[config.mk]
export PLATFORM = sky130hd
export DESIGN_NAME = pc_gen
export DESIGN_NICKNAME = d
export VERILOG_FILES = /design/src/rtl/pc_pkg.sv /design/src/rtl/pc_next_sel.sv /design/src/rtl/pc_gen.sv
export SDC_FILE = /design/constraint.sdc
export NUM_CORES = 1
export LEC_CHECK = 0
export ABC_AREA = 1
export CORE_MARGIN = 8
export CORE_UTILIZATION = 35
export DETAILED_ROUTE_END_ITERATION = 16
export PLACE_DENSITY = 0.68
export SLEW_MARGIN = 10
export SYNTH_ARGS = -nofsm -noshare
export SYNTH_HDL_FRONTEND = slang
export SYNTH_SLANG_ARGS = --single-unit
[constraint.sdc]
create_clock -name clk -period 2.4 [get_ports clk]
set_input_delay 0.72 -clock clk [delete_from_list [all_inputs] [get_ports clk]]
set_output_delay 0.72 -clock clk [all_outputs]
set_load 0.01 [all_outputs]
[src/rtl/pc_pkg.sv]
// Shared types and default parameters for the fetch-stage program-counter generator.
package pc_pkg;

  typedef enum logic [1:0] {
    PC_BOOT,
    PC_RUN,
    PC_HALT
  } pc_state_e;

  localparam int unsigned     XLEN_DEFAULT      = 32;
  localparam logic [31:0]     RESET_VEC_DEFAULT = 32'h0000_0000;
  localparam logic [31:0]     TRAP_VEC_DEFAULT  = 32'h0000_0100;

endpackage

[src/rtl/pc_next_sel.sv]
// Combinational next-PC priority mux: trap, redirect (with alignment check), hold, increment.
module pc_next_sel
  import pc_pkg::*;
#(
  parameter int unsigned     XLEN     = XLEN_DEFAULT,
  parameter logic [XLEN-1:0] TRAP_VEC = XLEN'(TRAP_VEC_DEFAULT),
  parameter int unsigned     INC      = 4,
  parameter int unsigned     ALIGN    = 4
) (
  input  logic [XLEN-1:0] pc,
  input  logic            redirect_en,
  input  logic            trap_valid,
  input  logic            redirect_valid,
  input  logic [XLEN-1:0] redirect_pc,
  input  logic            stall,
  input  logic            fetch_valid,
  input  logic            fetch_ready,
  output logic [XLEN-1:0] pc_inc,
  output logic [XLEN-1:0] next_pc,
  output logic            misalign
);

  // ALIGN is a power of two, so the low bits below it must all be zero.
  localparam logic [XLEN-1:0] ALIGN_MASK = XLEN'(ALIGN - 1);

  logic target_misaligned;

  assign pc_inc            = pc + XLEN'(INC);
  assign target_misaligned = |(redirect_pc & ALIGN_MASK);

  always_comb begin
    next_pc  = pc;
    misalign = 1'b0;
    if (trap_valid) begin
      next_pc = TRAP_VEC;
    end else if (redirect_en && redirect_valid) begin
      if (target_misaligned) begin
        next_pc  = TRAP_VEC;
        misalign = 1'b1;
      end else begin
        next_pc = redirect_pc;
      end
    end else if (stall || (fetch_valid && !fetch_ready)) begin
      next_pc = pc;
    end else if (fetch_valid && fetch_ready) begin
      next_pc = pc_inc;
    end
  end

endmodule

[src/rtl/pc_gen.sv]
// Fetch-stage PC generator: PC register, BOOT/RUN/HALT control FSM and misalign flag.
module pc_gen
  import pc_pkg::*;
#(
  parameter int unsigned     XLEN      = XLEN_DEFAULT,
  parameter logic [XLEN-1:0] RESET_VEC = XLEN'(RESET_VEC_DEFAULT),
  parameter logic [XLEN-1:0] TRAP_VEC  = XLEN'(TRAP_VEC_DEFAULT),
  parameter int unsigned     INC       = 4,
  parameter int unsigned     ALIGN     = 4
) (
  input  logic            clk,
  input  logic            rst,
  input  logic            stall,
  input  logic            redirect_valid,
  input  logic [XLEN-1:0] redirect_pc,
  input  logic            trap_valid,
  input  logic            halt_req,
  input  logic            resume,
  output logic            fetch_valid,
  input  logic            fetch_ready,
  output logic [XLEN-1:0] fetch_pc,
  output logic [XLEN-1:0] pc_plus_inc,
  output logic            misalign_err,
  output logic            halted
);

  pc_state_e       state;
  pc_state_e       state_next;
  logic [XLEN-1:0] pc;
  logic [XLEN-1:0] next_pc;
  logic            misalign;
  logic            redirect_en;

  pc_next_sel #(
    .XLEN     (XLEN),
    .TRAP_VEC (TRAP_VEC),
    .INC      (INC),
    .ALIGN    (ALIGN)
  ) u_next_sel (
    .pc             (pc),
    .redirect_en    (redirect_en),
    .trap_valid     (trap_valid),
    .redirect_valid (redirect_valid),
    .redirect_pc    (redirect_pc),
    .stall          (stall),
    .fetch_valid    (fetch_valid),
    .fetch_ready    (fetch_ready),
    .pc_inc         (pc_plus_inc),
    .next_pc        (next_pc),
    .misalign       (misalign)
  );

  always_ff @(posedge clk) begin
    if (rst) begin
      state        <= PC_BOOT;
      pc           <= RESET_VEC;
      misalign_err <= 1'b0;
    end else begin
      state        <= state_next;
      pc           <= next_pc;
      misalign_err <= misalign;
    end
  end

  // HALT is only entered at a fetch boundary, i.e. when the current request is accepted.
  always_comb begin
    state_next  = state;
    fetch_valid = 1'b0;
    halted      = 1'b0;
    redirect_en = 1'b1;
    case (state)
      PC_BOOT: begin
        state_next = PC_RUN;
      end
      PC_RUN: begin
        fetch_valid = 1'b1;
        if (halt_req && fetch_ready) begin
          state_next = PC_HALT;
        end
      end
      PC_HALT: begin
        halted      = 1'b1;
        redirect_en = 1'b0;
        if (trap_valid || resume) begin
          state_next = PC_RUN;
        end
      end
      default: begin
        state_next = PC_BOOT;
      end
    endcase
  end

  assign fetch_pc = pc;

endmodule

After elaboration in Yosys (flattened, before gate mapping)
Index checks and enable logic that the tools add are counted.
{ "totals": {"reg_bits": 35, "in_bits": 40, "out_inout_bits": 67, "word_cells": 40} }
{ "classes": {"addsub": 1, "n_eq_ne": 6, "mux": 12, "bitwise_logic": 1, "n_reduce_logical": 16} }
{ "ops": {"columns": ["operator", "count"], "rows": [
  ["2-to-1 mux 32 bit", 4],
  ["adder 32 x 3 -> 32 bit (second input constant)", 1],
  ["2-to-1 mux 9 bit", 1],
  ["case mux 2 bit (3 select lines)", 1],
  ["AND reduction 2 bit", 3],
  ["logical AND 1 bit", 4],
  ["2-to-1 mux 1 bit", 4],
  ["2-to-1 mux 2 bit", 2],
  ["inequality test 2 bit (second input constant)", 2],
  ["OR reduction 2 bit", 2],
  ["inequality test 3 x 2 -> 1 bit (second input constant)", 1],
  ["nonzero test 3 bit", 1],
  ["OR reduction 3 bit", 1],
  ["equality test 2 x 1 -> 1 bit (second input constant)", 1],
  ["equality test 2 bit (second input constant)", 1],
  ["logical NOT 2 bit", 1],
  ["logical OR 1 bit", 2],
  ["inequality test 2 x 1 -> 1 bit (second input constant)", 1],
  ["nonzero test 2 bit", 1],
  ["logical NOT 1 bit", 1],
  ["inverter 1 bit", 1]
]} }

Logic depth before layout (Yosys ltp)
{ "depth": {"ltp_word": 7, "mapped_depth": 12, "ltp_nobuf": 10} }

Cells and area by module
From an unflattened synthesis, not the netlist that was laid out.
{ "hier_totals": {"hier_cells": 491, "hier_area_um2": 2854.0} }
{ "modules_own_cells": {"columns": ["module", "n_inst", "cells_each", "area_each_um2", "seq_area_each_um2"], "rows": [
  ["pc_next_sel", 1, 373, 1801.7, 0.0],
  ["pc_gen", 1, 118, 1052.3, 700.7]
]} }

Least setup slack after synthesis
No wires, ideal clock.
{ "synth_path": {"path_kind": "register to output", "start": "register pc[3], in the netlist fetch_pc[3]", "end": "output port pc_plus_inc[26]", "arrival_time_ps": 1367, "required_ps": 1680, "path_slack_ps": 313, "stages_incl_launch_ff": 8, "path_cell_list": "dfxtp_1 -> ha_1 -> nand2_1 -> nor2_1 -> nand2_2 -> nor2_4 -> nand3_1 -> and2_1"} }
{ "synth_via": {"elab_chain_cells": 1} }
{ "synth_lines": {"columns": ["item", "line", "text"], "rows": [
  ["start: declaration", "pc_gen.sv:29", "logic [XLEN-1:0] pc;"],
  ["start signal: assignment", "pc_gen.sv:60", "pc <= next_pc;"],
  ["adder 32 x 3 -> 32 bit", "pc_next_sel.sv:28", "assign pc_inc = pc + XLEN'(INC);"],
  ["end: declaration", "pc_gen.sv:22", "output logic [XLEN-1:0] pc_plus_inc,"]
]} }
Every way passes these cells.

Worst setup path in the final report
{ "layout_path": {"start": "register pc[3], in the netlist fetch_pc[3]", "end": "output port pc_plus_inc[17]"} }
The elaborated chain is that of the path after synthesis.

==> impl_results.md <==
* Status: finished, violations left
* Failing checks: setup timing
* Post-synthesis cell type count at 32
* Fillers at 611
* Slew HR at 78.5%
* Buffers on Ports at 106
* Clock Skews at 0.0130 ns
* Hold Crit Class: register to register
* Gr usage total at 18.7%
* Placement Setup Slack at -0.116 ns
* Initial antenna violation count at 0
* Number of synthesized flops with an enable pin at 0
* FP Rows at 31
* Critical Path Most Common Cell: buf_6
* First-pass GRT wire length at 15.6 mm
* Fraction of layout cells with a size suffix above 1 at 33.3%
* Area occupied by registers at 729 sq um
* Via density per instance at 4.77
* VDD IR max at 0.205 mV
* Highest Clock Rate at 0.403 GHz
* Die Ht at 102 microns
* Slowest stage delay, CP at 0.37 ns
* Reg clk slew, reported paths at 0.08 ns
* H-Tree Depth at 2
* Placed cells at 667
* Routed wire length at 9.97 mm
* Ports at 107
* Layout area overhead at 78.1%
* Max FO, Critical Path at 4
* RSZ-0062 raised after global routing: true
* Residual DRC at 0
* Crit. End Element: primary output
* CP startpoint: fetch_pc[3]
* Stages on worst setup path at 9
* Mapped Area at 0.00258 sq mm
* Crit Path Class: register to primary output
* Syn Area/Cell at 6.06 sq um
* Buffers & Inverters on Critical Path at 4
* Initial Utilization at 35.9%
* Arr. time, crit path at 1.76 ns
* Total CTS buffers at 5
* CP Cell Sequence: buf_6 > nand2_2 > nor2_4 > buf_6 > nand2_8 > nor2_4 > buf_6 > xor2_2 > buf_2
* Post-route insts no fill at 702
* Largest net degree at the start of global routing at 41
* Cts hold-fix bufs at 0
* Final instance area at 0.00459 sq mm
* Cell family with most CP delay: buffers and inverters
* Ys Warns at 0
* Seq/Total Area, Yosys at 27.2%
* N_diodes at 0
* Top_reg_cell synth: dfxtp_1
* Vias in the first global route at 3,246
* Max-Cap Viols at 0
* Core area at 0.00718 sq mm
* DR WL/cell at 14.2 microns
* FF-to-FF path depth at 11
* Routed via count at 3,348
* Worst reg2reg path startpoint: fetch_pc[7]
* Worst Tran Pin Value at 0.321 ns
* Cells after Synth at 425
* #FFs+latches synth at 35
* Power density over the cells at 321 mW/mm^2
* Critical path required time at 1.68 ns
* Nets@finish at 643
* CTS tree: done
* Die area at 0.0104 sq mm
* Min cycle time layout at 2.48 ns
* Worst Hold Path Cells at 2
* Total power at 1.47 mW
* Final Hold Viols at 0
* Slew Limit Fails at 0
* Max Root-Sink Buffers at 2
* DR iter-0 viols at 94
* Clk_lat worst skew at 0.30 ns
* Antenna Violating Nets Remaining at 0
* Gr ovfl total at 0
* GP Congestion at 0.901
* Reg-to-reg slack, setup at 0.60 ns
* TritonRoute pass-1 iters at 4
* Final setup viols at 9
* Final worst slack at -0.0807 ns
* Ys async rst share at 0%
* Fin crit share at 103%
* Hpwl dp at 7.39 mm
* CP max-delay cell: dfxtp_2
* Hold Worst Slack at 0.463 ns
* Mapped Nets at 466
* Startpoint types: register
* Leakage at 2.11 nW
* Area of the multi-input gates at 0.00180 sq mm
* Placed inst area at 0.00410 sq mm
* Clock Root Buffer: clkbuf_8
* Worst R2R End: fetch_pc[11]
* Die W at 102 microns
* Clock sinks at 35
layout make-up:
class                      count  share of cell area, %
tap                           99                   2.70
clock buffer                   6                   1.58
multi-input combinational    320                   39.2
timing repair buffer         187                   36.0
clock inverter                 2                  0.273
inverter                      53                   4.33
sequential                    35                   15.9
stage by stage:
stage	utilization, %	TNS, ns
6_report	64.0	-0.334
3_5_place_dp	57.2	-1.55
4_1_cts	60.3	-0.566
5_1_grt	64.0	-1.84
3_3_place_gp	57.2	-1.20
2_1_floorplan	-	0
layout by cell type, fill, tap and decap left out, types with 2 or more instances in the layout:
| cell | n |
|---|---|
| and2_1 | 4 |
| buf_2 | 20 |
| nand2_4 | 6 |
| o21ai_0 | 30 |
| buf_12 | 3 |
| nand2_2 | 21 |
| inv_1 | 49 |
| a21oi_1 | 26 |
| clkbuf_2 | 2 |
| dfxtp_2 | 14 |
| dfxtp_1 | 18 |
| buf_4 | 64 |
| a22oi_1 | 3 |
| xnor2_2 | 4 |
| a31oi_1 | 6 |
| xor2_2 | 5 |
| nand4_1 | 2 |
| clkdlybuf4s50_1 | 78 |
| nand3b_1 | 6 |
| clkbuf_8 | 5 |
| nor2_1 | 29 |
| nor2_4 | 11 |
| dlygate4sd2_1 | 2 |
| nor2_2 | 9 |
| inv_2 | 4 |
| nand3_1 | 13 |
| nor3_1 | 2 |
| dfxtp_4 | 3 |
| nand2_1 | 129 |
| buf_6 | 18 |
registers in the layout, indices dropped and copies added, names as in the netlist, named ones only:
| register | flops |
|---|---|
| misalign_err | 1 |
| state | 2 |
| fetch_pc | 30 |
repair_timing:
action	CTS	global route
pin swaps	17	26
setup buffers	18	10
hold endpoints to repair	0	0
gates resized for setup	123	68
setup endpoints to repair	28	25
synth_stat cells (all sizes together), types with 2 or more instances:
cell,count,area share [%]
a22oi,3,0.87
a21oi,27,5.4
nand2,157,24
nand3,15,2.9
xor2,7,3.5
buf,9,2.4
xnor2,5,1.7
clkbuf,8,1.2
dfxtp,35,27
o21ai,31,6.0
nand3b,6,1.7
nor2,49,9.9
inv,53,7.7
nand4,2,0.49
and2,5,1.2
nor3,3,0.78
a31oi,6,1.5
metal layers:
| metal | up-vias | wire length [microns] | global-route usage, % |
|---|---|---|---|
| li1 | 1679 | - | - |
| met1 | 1554 | 4130 | 22.2 |
| met2 | 99 | 4960 | 32.1 |
| met3 | 16 | 666 | 4.97 |
| met4 | 0 | 217 | 6.09 |
| met5 | - | 0 | 0 |
worst min-delay path, delay by kind of cell (launching register included):
family	cells	cell delay, ns
and+or+nand+nor	2	0.10
DFF	1	0.32
how the worst max path moves through the flow:
stage	to	slack, ns
floorplan	pc_plus_inc[26]	0.31
global placement	pc_plus_inc[26]	-0.10
detailed placement	pc_plus_inc[26]	-0.12
CTS	pc_plus_inc[19]	-0.21
global route	pc_plus_inc[17]	-0.15
finish	pc_plus_inc[17]	-0.08
logic make-up (layout without fill, tap and decap cells):
group	Yosys count	count (layout)	share of synthesized area, %
fa+ha+maj	1	1	0.485
flops	35	35	27.2
xor+xnor	12	12	5.24
simple gates	238	238	41.5
buf+inv	70	248	11.3
compound gates	69	69	14.4
where the power goes:
part	leakage (nW)	switching, mW	total [mW]	internal (mW)
Combinational	1.77	0.187	0.404	0.216
Sequential	0.294	0.0287	0.634	0.606
Clock	0.0412	0.231	0.434	0.203
Note: power is estimated with default switching activity, not from simulation.
==> RTL edit 1, RTL diff (same flow settings) <==
The package constant `XLEN_DEFAULT` goes from 32 to 64.
--- a/src/rtl/pc_pkg.sv
+++ b/src/rtl/pc_pkg.sv
@@ -9,3 +9,3 @@
 
-  localparam int unsigned     XLEN_DEFAULT      = 32;
+  localparam int unsigned     XLEN_DEFAULT      = 64;
   localparam logic [31:0]     RESET_VEC_DEFAULT = 32'h0000_0000;
Interface: changed (resized fetch_pc, pc_plus_inc and redirect_pc); port bits go from 107 to 203. The function was not compared with the original's and may differ.
==> RTL edit 1 against the original RTL <==
- the run still ends with setup timing left
- area after synthesis up 97%
- design area increased by 130%
- total power rose to 2.6 times the old value
- sequential cell count is 32 higher
- die area up 80%
- worst setup slack lost 0.27 ns
- wire length grew to 2.7 times the old value
- combinational power grew to 2.5 times the old value
- via count up 130%
- critical endpoint is now pc_plus_inc[49]
- largest cell class unchanged
- largest power group is now the clock network
==> RTL edit 1: results (changes against the original RTL) <==
| Metric | Value |
|---|---|
| Net switching power | `1.11 mW (+150%)` |
| Measured slew at the worst slew-check pin | `0.514 ns (+0.193 ns)` |
| Most frequent cells after synthesis | `328 x nand2_1, 121 x nor2_1, 82 x inv_1` |
| Layout cells sized above 1 | `44.0% (+11 points)` |
| DR iter-0 viols | `614 (+550%)` |
| Synth cell types | `33 (+3.1%)` |
| Worst stage delay on the critical path | `0.36 ns` |
| Post-synth ARST share | `0% (unchanged)` |
| Vias in the first global route | `7082 (+120%)` |
| CTS Buf Count | `9 (+4)` |
| Worst Path Arrival | `2.03 ns (+0.27 ns)` |
| Post-DP HPWL | `17.7 mm (+140%)` |
| First-pass GRT wire length | `37.2 mm (+140%)` |
| Nets@finish | `1362 (+110%)` |
| Bufs on Longest Clock Path | `2 (unchanged)` |
| Setup Total Neg Slack | `-12.72 ns (-12.39 ns)` |
| Fillers | `994 (+63%)` |
| Clk_skew | `0.0121 ns (-0.000872 ns)` |
| Yosys warns | `0 (unchanged)` |
| Number of synthesized flops with an enable pin | `0 (unchanged)` |
| Worst-path maximum fanout | `2 (-2)` |
| Router iterations before antenna repair | `5 (+1)` |
| H-tree levels | `3 (+1)` |
| Leakage | `4.64 nW (+120%)` |
| N_diodes | `0 (unchanged)` |
| Syn_nets | `954 (+100%)` |
| Global Route Usage Sum | `25.4% (+6.6 points)` |
| Worst min path class | `flop to flop` |
| Clk_lat worst skew | `0.35 ns (+0.05 ns)` |
| Vias | `7682 (+130%)` |
| Final setup viols | `56 (+47)` |
| Syn avg cell area | `5.76 um2 (-5.0%)` |
| Routability cong. | `0.939 (+4.2%)` |
| Port bufs | `202 (+91%)` |
| Violated checks | `setup timing` |
| Clock slew at reported path FFs | `0.06 ns (-0.02 ns)` |
| Wirelength per Cell | `18.5 um (+30%)` |
| Worst path slowest cell | `dfxtp_1` |
| Max rail drop VDD | `0.000338 V (+65%)` |
| Setup ws final | `-0.354 ns (-0.273 ns)` |
| Finished Layout Cells | `1478 (+110%)` |
| Status | `finished, violations left` |
| Pin count of the biggest net entering global routing | `64 (+56%)` |
| Root Buffer Master | `clkbuf_16` |
| Largest cells by area after synthesis | `dfxtp_1 26%, nand2_1 24%, nor2_1 8.9%, o21ai_0 7.4%, inv_1 6.1%` |
| Post-DP Area | `8530 um2 (+110%)` |
| Max reg flops | `62 (+110%)` |
| Antenna violations before repair | `0 (unchanged)` |
| Sequential element share of the synthesized area | `26.4% (-0.76 points)` |
RTL edit 1: cell count changes after synthesis, moves of 8 or more:
| cell | unedited run | this run |
|---|---|---|
| o21ai_0 | 30 | 75 |
| inv_1 | 50 | 82 |
| nand4_1 | 2 | 10 |
| nand2_1 | 145 | 328 |
| clkbuf_1 | 8 | 18 |
| xnor2_1 | 5 | 14 |
| dfxtp_1 | 35 | 67 |
| a31oi_1 | 6 | 15 |
| xor2_1 | 3 | 12 |
| nor2_1 | 37 | 121 |
| a21oi_1 | 26 | 45 |
RTL edit 1: what timing repair did:
action / in CTS / in global routing
pin swaps: 88 / 86
setup buffers: 39 / 37
setup endpoints to repair: 60 / 59
resized for setup: 485 / 191
RTL edit 1: logic make-up after synthesis:
logic type	synth area share [%]
AOI/OAI and AO/OA	15.8
xor gates and xnor gates	6.09
adders and majority gates	0.246
buffers and inverters	9.19
DFF	26.4
and+or+nand+nor	42.3
RTL edit 1: final timing paths:
check,cells after the start,to,slack [ns],from
max,10,pc_plus_inc[49],-0.35,fetch_pc[22]
min,2,flop,0.47,flop
max reg2reg,13,fetch_pc[58],0.36,fetch_pc[6]
min reg2reg,2,flop,0.47,flop
RTL edit 1: metal layers:
layer,GRT usage [%],vias to the layer above,wire length [um]
met1,30.4,3597,10600
li1,-,3578,-
met5,0,-,0
met3,6.87,94,2540
met2,42.4,413,13000
met4,9.46,0,1160
RTL edit 1: per-stage QoR:
step	hold slack (ns)	power (mW)	utilization [%]	setup slack (ns)
global placement	0.449	2.14	59.4	-0.459
global route	0.493	3.89	74.7	-0.430
CTS	0.482	3.66	67.7	-0.288
floorplan	0.457	1.60	-	0.109
finish	0.473	3.77	74.7	-0.354
detailed placement	0.470	2.14	59.4	-0.469
RTL edit 1: cell type report:
type	instances	share of cell area [%]
Clock buffer	12	2.39
Tap cell	184	2.14
Clock inverter	4	0.676
Timing Repair Buffer	430	36.8
Inverter	84	3.05
Multi-Input combinational cell	697	41.9
Sequential cell	67	13.0
RTL edit 1: power groups by stage:
stage | combinational (mW) | clock (mW) | sequential [mW]
finish | 1.02 | 1.52 | 1.23
CTS | 0.938 | 1.51 | 1.22
global route | 1.10 | 1.56 | 1.23
global placement | 0.907 | 0 | 1.23
detailed placement | 0.911 | 0 | 1.23
floorplan | 0.326 | 0 | 1.27
RTL edit 1: worst max-delay path, delay by kind of cell, from the launching register on:
family	cells	cell delay [ns]
buffers and inverters	4	0.52
flip-flops	1	0.36
AND/OR/NAND/NOR	6	0.82
==> RTL edit 2, RTL diff (same flow settings) <==
Made on the original files. Reset style: asynchronous (`rst`), changed in one clocked block.
--- a/src/rtl/pc_gen.sv
+++ b/src/rtl/pc_gen.sv
@@ -52,3 +52,3 @@
 
-  always_ff @(posedge clk) begin
+  always_ff @(posedge clk or posedge rst) begin
     if (rst) begin
Check against the original RTL: differs if rst is asserted again (counterexample within 4 cycles, from zero or initial values and one cycle with rst high); with rst held inactive, the same outputs for 10 cycles.
==> RTL edit 2 against the original RTL <==
- the run still ends with setup timing left
- register-to-register slack improved by 0.17 ns
- count of clock-buffer cells in the layout up 2
- non-clock buffer count increased by 1
- design area rose by 2.3%
- worst setup slack better by 0.011 ns
- area after synthesis grew 5.3%
- sequential cell count unchanged
- wire length is 1.6% higher
- critical endpoint is now pc_plus_inc[25]
- highest routed layer unchanged
Power is not compared: it rests on default switching activity, and its combinational part moved more than twofold at a synthesized area within 25%.
==> RTL edit 2: results (changes against the original RTL) <==
| Metric | Value |
|---|---|
| Setup ws final | `-0.0696 ns (+0.0111 ns)` |
| Worst path slowest cell | `dfrtp_1` |
| Largest cells by area after synthesis | `dfrtp_1 32%, nand2_1 24%, nor2_1 7.7%, inv_1 5.7%, nand3_1 5.0%` |
| Violated checks | `setup timing` |
| Post-DP Area | `4260 um2 (+3.8%)` |
| Min Hold Slack | `0.481 ns (+0.0186 ns)` |
| FF+latch count | `35 (unchanged)` |
| Status | `finished, violations left` |
| Synth cell types | `29 (-9.4%)` |
| Most frequent cells after synthesis | `174 x nand2_1, 56 x nor2_1, 41 x inv_1` |
| First-pass GRT wire length | `16.6 mm (+6.0%)` |
| Multi-input combinational area share | `37.7% (-1.5 points)` |
| Multi-Input Combinational | `349 (+9.1%)` |
| Routed WL | `10.1 mm (+1.6%)` |
| Clkbuf count | `8 (+2)` |
| M1 WL | `4.29 mm (+3.9%)` |
| Synth Area in Compound Gates | `11.3% (-3.1 points)` |
| Routability cong. | `0.889 (-1.4%)` |
| Dpl cells | `689 (+3.3%)` |
| Final setup viols | `13 (+4)` |
| Layout non-clock buf frac | `35.4% (-0.63 points)` |
| Most used DFF post-synth | `dfrtp_1` |
| Post-synth ARST share | `100% (+100 points)` |
| Global Route Usage Sum | `18.3% (-0.41 points)` |
| Setup Total Neg Slack | `-0.477 ns (-0.143 ns)` |
[RTL edit 2: cell types whose count changed after synthesis, moves of 5 or more]
cell	delta
a31oi_1	-5
clkbuf_1	-5
dfrtp_1	+35
dfxtp_1	-35
inv_1	-9
nand2_1	+29
nand2_2	-5
nand3_1	+12
nor2_1	+19
o21ai_0	-16
o21ai_1	+10
[RTL edit 2: critical path, delay by kind of cell (launching register included)]
family | cells | cell delay [ns]
DFF | 1 | 0.36
and+or+nand+nor | 6 | 0.61
buffers and inverters | 4 | 0.48
[RTL edit 2: timing repair]
item	CTS	global route
pin swaps	11	29
endpoints found under the setup margin	28	26
gates resized for setup	77	85
hold buffers	0	0
setup buffers	18	10
[RTL edit 2: power by group]
part | total [mW] | internal (mW) | switching (mW)
clock network | 0.489 | 0.262 | 0.227
logic | 1.64 | 0.821 | 0.823
registers | 0.825 | 0.711 | 0.114
